**config.mk**
```make
export PLATFORM = sky130hd
export DESIGN_NAME = seg7_scan_mux
export DESIGN_NICKNAME = d
export VERILOG_FILES = /design/src/rtl/seg7_pkg.sv /design/src/rtl/seg7_decode.sv /design/src/rtl/seg7_scan_mux.sv
export SDC_FILE = /design/constraint.sdc
export NUM_CORES = 1
export LEC_CHECK = 0
export ABC_AREA = 1
export BUFFER_PORTS_ARGS = -buffer_cell sky130_fd_sc_hd__clkbuf_2
export CORE_ASPECT_RATIO = 1.4
export CORE_MARGIN = 3
export CORE_UTILIZATION = 30
export CTS_CLUSTER_SIZE = 28
export DETAILED_ROUTE_END_ITERATION = 8
export GPL_ROUTABILITY_DRIVEN = 0
export HOLD_SLACK_MARGIN = 0.05
export SLEW_MARGIN = 20
export SYNTH_ARGS = -nofsm -noshare
export SYNTH_HDL_FRONTEND = slang
export SYNTH_SLANG_ARGS = --single-unit
```
**constraint.sdc**
```tcl
create_clock -name clk -period 8.1 [get_ports clk]
set_input_delay 1.62 -clock clk [delete_from_list [all_inputs] [get_ports clk]]
set_output_delay 1.62 -clock clk [all_outputs]
set_load 0.02 [all_outputs]
```
**src/rtl/seg7_pkg.sv**
```systemverilog
// Shared segment types and glyph table for the multiplexed seven-segment driver.
// Segment order is {g,f,e,d,c,b,a}, active low.
package seg7_pkg;

  localparam int SEG_W = 7;

  typedef logic [SEG_W-1:0] seg_t;

  localparam seg_t SEG_OFF = 7'h7F;

  localparam seg_t GLYPH [16] = '{
    7'b1000000,  // 0
    7'b1111001,  // 1
    7'b0100100,  // 2
    7'b0110000,  // 3
    7'b0011001,  // 4
    7'b0010010,  // 5
    7'b0000010,  // 6
    7'b1111000,  // 7
    7'b0000000,  // 8
    7'b0010000,  // 9
    7'b0001000,  // A
    7'b0000011,  // b
    7'b1000110,  // C
    7'b0100001,  // d
    7'b0000110,  // E
    7'b0001110   // F
  };

endpackage

```
**src/rtl/seg7_decode.sv**
```systemverilog
// Combinational nibble-to-glyph decoder; in decimal mode values above 9 are blank.
module seg7_decode
  import seg7_pkg::*;
(
  input  logic [3:0] value_i,
  input  logic       hex_en_i,
  output seg_t       seg_o
);

  always_comb begin
    seg_o = GLYPH[value_i];
    if (!hex_en_i && (value_i > 4'd9)) seg_o = SEG_OFF;
  end

endmodule

```
**src/rtl/seg7_scan_mux.sv**
```systemverilog
// N-digit common-anode scan driver: prescaled digit rotation, per-frame input
// snapshot, blink, leading-zero suppression, registered glitch-free outputs.
module seg7_scan_mux
  import seg7_pkg::*;
#(
  parameter int N_DIGITS     = 4,
  parameter int REFRESH_DIV  = 100000,
  parameter int BLINK_FRAMES = 64
) (
  input  logic                  clk,
  input  logic                  rst,
  input  logic [4*N_DIGITS-1:0] digits_i,
  input  logic [N_DIGITS-1:0]   dp_i,
  input  logic [N_DIGITS-1:0]   blank_i,
  input  logic [N_DIGITS-1:0]   blink_i,
  input  logic                  lz_en_i,
  input  logic                  hex_en_i,
  output seg_t                  seg_o,
  output logic                  dp_o,
  output logic [N_DIGITS-1:0]   an_o,
  output logic                  frame_o
);

  localparam int PRESC_W = (REFRESH_DIV > 1) ? $clog2(REFRESH_DIV) : 1;
  localparam int IDX_W   = (N_DIGITS > 1) ? $clog2(N_DIGITS) : 1;
  localparam int BLINK_W = $clog2(BLINK_FRAMES + 1);

  logic [PRESC_W-1:0]    presc_q, presc_d;
  logic [IDX_W-1:0]      idx_q, idx_d;
  logic [BLINK_W-1:0]    blink_cnt_q, blink_cnt_d;
  logic                  blink_ph_q, blink_ph_d;

  logic [4*N_DIGITS-1:0] sh_digits_q, sh_digits_d;
  logic [N_DIGITS-1:0]   sh_dp_q, sh_dp_d;
  logic [N_DIGITS-1:0]   sh_blank_q, sh_blank_d;
  logic [N_DIGITS-1:0]   sh_blink_q, sh_blink_d;
  logic                  sh_lz_q, sh_lz_d;
  logic                  sh_hex_q, sh_hex_d;
  logic                  sh_ph_q, sh_ph_d;

  logic [N_DIGITS-1:0]   an_q, an_d;
  seg_t                  seg_q, seg_d;
  logic                  dp_q, dp_d;
  logic                  frame_q, frame_d;

  logic                  frame_start;
  logic [3:0]            value;
  seg_t                  glyph;
  logic                  dark;
  logic [N_DIGITS-1:0]   lz_sup;

  always_comb begin
    frame_start = (presc_q == '0) && (idx_q == '0);

    presc_d = presc_q + 1'b1;
    idx_d   = idx_q;
    if (presc_q == PRESC_W'(REFRESH_DIV - 1)) begin
      presc_d = '0;
      idx_d   = (idx_q == IDX_W'(N_DIGITS - 1)) ? '0 : idx_q + 1'b1;
    end

    blink_cnt_d = blink_cnt_q;
    blink_ph_d  = blink_ph_q;
    if (frame_start) begin
      if (blink_cnt_q + 1'b1 == BLINK_W'(BLINK_FRAMES)) begin
        blink_cnt_d = '0;
        blink_ph_d  = ~blink_ph_q;
      end else begin
        blink_cnt_d = blink_cnt_q + 1'b1;
      end
    end

    // The frame shows the blink phase that was in effect when it began.
    sh_digits_d = frame_start ? digits_i   : sh_digits_q;
    sh_dp_d     = frame_start ? dp_i       : sh_dp_q;
    sh_blank_d  = frame_start ? blank_i    : sh_blank_q;
    sh_blink_d  = frame_start ? blink_i    : sh_blink_q;
    sh_lz_d     = frame_start ? lz_en_i    : sh_lz_q;
    sh_hex_d    = frame_start ? hex_en_i   : sh_hex_q;
    sh_ph_d     = frame_start ? blink_ph_q : sh_ph_q;

    frame_d = frame_start;
  end

  always_comb begin
    logic all_zero;
    lz_sup   = '0;
    all_zero = 1'b1;
    for (int k = N_DIGITS - 1; k > 0; k--) begin
      all_zero  = all_zero && (sh_digits_d[4*k +: 4] == 4'd0);
      lz_sup[k] = sh_lz_d && all_zero;
    end
  end

  seg7_decode u_decode (
    .value_i  (value),
    .hex_en_i (sh_hex_d),
    .seg_o    (glyph)
  );

  always_comb begin
    value = sh_digits_d[{idx_q, 2'b00} +: 4];
    dark  = sh_blank_d[idx_q]
          | (sh_blink_d[idx_q] & sh_ph_d)
          | lz_sup[idx_q]
          | (!sh_hex_d && (value > 4'd9));
    an_d  = dark ? '1 : ~(N_DIGITS'(1) << idx_q);
    seg_d = dark ? SEG_OFF : glyph;
    dp_d  = dark ? 1'b1 : ~sh_dp_d[idx_q];
  end

  always_ff @(posedge clk) begin
    if (rst) begin
      presc_q     <= '0;
      idx_q       <= '0;
      blink_cnt_q <= '0;
      blink_ph_q  <= 1'b0;
      sh_digits_q <= '0;
      sh_dp_q     <= '0;
      sh_blank_q  <= '0;
      sh_blink_q  <= '0;
      sh_lz_q     <= 1'b0;
      sh_hex_q    <= 1'b0;
      sh_ph_q     <= 1'b0;
      an_q        <= '1;
      seg_q       <= SEG_OFF;
      dp_q        <= 1'b1;
      frame_q     <= 1'b0;
    end else begin
      presc_q     <= presc_d;
      idx_q       <= idx_d;
      blink_cnt_q <= blink_cnt_d;
      blink_ph_q  <= blink_ph_d;
      sh_digits_q <= sh_digits_d;
      sh_dp_q     <= sh_dp_d;
      sh_blank_q  <= sh_blank_d;
      sh_blink_q  <= sh_blink_d;
      sh_lz_q     <= sh_lz_d;
      sh_hex_q    <= sh_hex_d;
      sh_ph_q     <= sh_ph_d;
      an_q        <= an_d;
      seg_q       <= seg_d;
      dp_q        <= dp_d;
      frame_q     <= frame_d;
    end
  end

  assign an_o    = an_q;
  assign seg_o   = seg_q;
  assign dp_o    = dp_q;
  assign frame_o = frame_q;

endmodule

```
==> results.ini <==
[outcome]
outcome = finished, final reports clean

[clock_tree]
post_cts.resized_instances = 0
worst_skew_pair.late_latency_ps = 330
ctsHoldBuffers = 0
cts_max_level = 3
cts.reportedPaths.clkPinSlew_ps = 50
cts_tree = yes
cts_made_buffers = 9
clockBufferDepth = 2
clkSinkCount = 71
cts_root_buffer = clkbuf_16
post_cts_buffers = 0

[finish]
drive_gt1_frac = 0.1672
diodes = 0
layout_commonest_cell = nand2_1
nets = 635
layout.cells.most_common_list = 138 x nand2_1, 71 x inv_1, 71 x dfxtp_1
flow.area_growth_from_synthesis_pct = 14.16

[sta]
worst-slew-pin-transition_ps = 676.5
final_hold_viols = 0
layout_min_cycle_time_ps = 4138
timing.final.setup_violations = 0
setup_total_negative_slack_ps = 0
fin_skew_ps = 8.230
max-slew-margin-rel = 0.5490
final_ws_setup_ps = 3962
unrepaired_setup_endpoints_after_global_routing = false
max_slew_violation_count = 0
layout_worst_path_cycle_share = 0.5109
max_clock_freq_ghz = 0.2417

[routing]
dr.pass1.iters = 4
detail_route.drc_violations = 0
dr.max_layer_used = met4
wl_met2_mm = 4.820
m1WireLength_mm = 3.724
totalWireLength_mm = 9.153
detail_route.wl_per_cell_um = 12.34
drt_first_iter_violations = 156
via_per_inst = 4.647
routed-via-count = 3448
ant_nets = 0
wl_met3_um = 404

[logic_synthesis]
net_count_synth = 596
synth_seq_area_share = 0.3681
yosys.cell_types.count = 38
yosys.area.top_type = dfxtp_1
netlist.area_leader.share = 0.3681
register_bit_count_reported_by_yosys = 71
syn-instance-count = 551
synthesized_area_per_cell_um2 = 7.008
synth_warnings = 0
post_synth_instance_area_um2 = 3861
ys_top_cells_by_area = dfxtp_1 37%, nand2_1 13%, inv_1 6.9%, nor2_1 6.5%, nand3_1 6.2%

[setup_path]
reg2regPathDepth = 15
setup_slack_reg_to_reg_ps = 3960
start_kind = register
timing.critical_path.to = dp_o
worst_r2r_startpoint = idx_q[0]
critical_path.endpoint_type = register
timing.critical_path.from = idx_q[0]
worstPathArrival_ps = 4320
crit_type = register to register
required_arrival_time_at_the_worst_endpoint_ps = 8280
r2r-end = dp_o
worst-path-max-fanout = 27

[global_route]
first_pass_grt_wire_length_mm = 15.24
first_global_vias = 3390
grt_antenna_before_repair = 0
grt_start_max_net_pins = 35
global_route.overflow_total = 0
global_route.usage.total = 0.1355

[power]
power-per-cell-area_nw_per_um2 = 213.4
total_switching_power_uw = 284.6
finalPower_uw = 940.6
power.share.clock = 0.369
p_seq_frac = 0.416
power.combinational.fraction = 0.215
switching_share = 0.3026
power.static_leakage_nw = 2.088
p_int_uw = 656.0
maximum_resistive_drop_on_vdd_mv = 0.1035

[min_path]
whs_path_cells = 1
hold_path_class = register to register

[floorplan]
rows = 48
die-width_um = 101.9
start_util = 0.3106
dieArea_um2 = 14290
boundaryPins = 45
die_y_um = 140.2
fp.coreArea_um2 = 12430

[place]
buffer_ports.inserted = 44
pre_cts_slack_ps = 4003
dp.final_hpwl_mm = 6.918

[flow_run]
max_cap_viol_count = 0

-- worst min-delay path by stage --
stage | from | end
floorplan | blink_ph_q | blink_ph_q
global route | blink_ph_q | blink_ph_q
CTS | blink_ph_q | blink_ph_q
detailed placement | blink_ph_q | blink_ph_q
finish | blink_ph_q | blink_ph_q
global placement | blink_ph_q | blink_ph_q
-- cell families after synthesis --
group	after synthesis	synth area share
AO/OA/AOI/OAI	43	0.06222
XOR/XNOR	7	0.01588
adder cells (fa/ha/maj)	13	0.04213
buffers and inverters	92	0.1037
flip-flops	71	0.3681
multiplexers	1	0.002592
AND/OR/NAND/NOR	324	0.4054
-- registers in the layout (all words and copies together) (netlist names) --
register     flops
presc_q         17
sh_digits_q     16
blink_cnt_q      7
seg_o            7
an_o             4
sh_blank_q       4
sh_blink_q       4
sh_dp_q          4
idx_q            2
blink_ph_q       1
dp_o             1
frame_o          1
sh_hex_q         1
sh_lz_q          1
sh_ph_q          1
-- routing by layer --
| metal | up-vias | GRT usage |
|---|---|---|
| met4 | 0 | 0.06427 |
| li1 | 1814 | - |
| met1 | 1549 | 0.1509 |
| met5 | - | 0 |
| met2 | 69 | 0.2386 |
| met3 | 16 | 0.03139 |
-- synth_stat cells, drive strengths merged --
master,instances
a211oi,3
a21o,1
a21oi,25
a31oi,1
buf,9
clkbuf,7
clkinv,2
dfxtp,71
ha,13
inv,74
mux2i,1
nand2,156
nand3,57
nand3b,12
nand4,8
nor2,76
nor3,6
nor3b,3
nor4,5
o21ai,12
o21bai,1
or2,1
xnor2,1
xor2,6
-- per-stage QoR --
step / util / cells / hold WS [ps] / area [µm²]
floorplan: - / 551 / 422.5 / 3861
global placement: 0.3342 / 729 / 439.9 / 4155
detailed placement: 0.3342 / 729 / 448.0 / 4155
CTS: 0.3546 / 742 / 454.0 / 4408
global route: 0.3546 / 742 / 474.8 / 4408
finish: 0.3546 / 742 / 458.7 / 4408
-- critical path: stages (launching register included) --
cell      delay [ps]
dfxtp_1          680
clkinv_1         520
ha_1             410
nand2_2          150
nor2_8           110
nand3_4          270
nand2_1          140
nand3_1           90
nand2_1           90
a21oi_1          340
ha_1             270
nand3_2          120
nand2_1           90
nor2_2            40
nor2_2           530
nand2_1          110
-- power by group through the flow --
| stage | Combinational (mW) | Clock, mW | Sequential, mW |
|---|---|---|---|
| global route | 0.231 | 0.373 | 0.395 |
| global placement | 0.198 | 0 | 0.398 |
| finish | 0.202 | 0.347 | 0.392 |
| detailed placement | 0.202 | 0 | 0.399 |
| CTS | 0.203 | 0.355 | 0.392 |
| floorplan | 0.153 | 0 | 0.406 |
-- area by class of cell --
| class | count | area [µm²] |
|---|---|---|
| clock buffers | 11 | 242.7 |
| clock inverters | 2 | 10.01 |
| fillers | 1337 | 8024 |
| inverters | 76 | 286.5 |
| multi-input cells | 388 | 2039 |
| flip-flops and latches | 71 | 1421 |
| well taps | 150 | 187.7 |
| repair buffers | 44 | 220.2 |
Note: power is estimated with default switching activity, not from simulation.
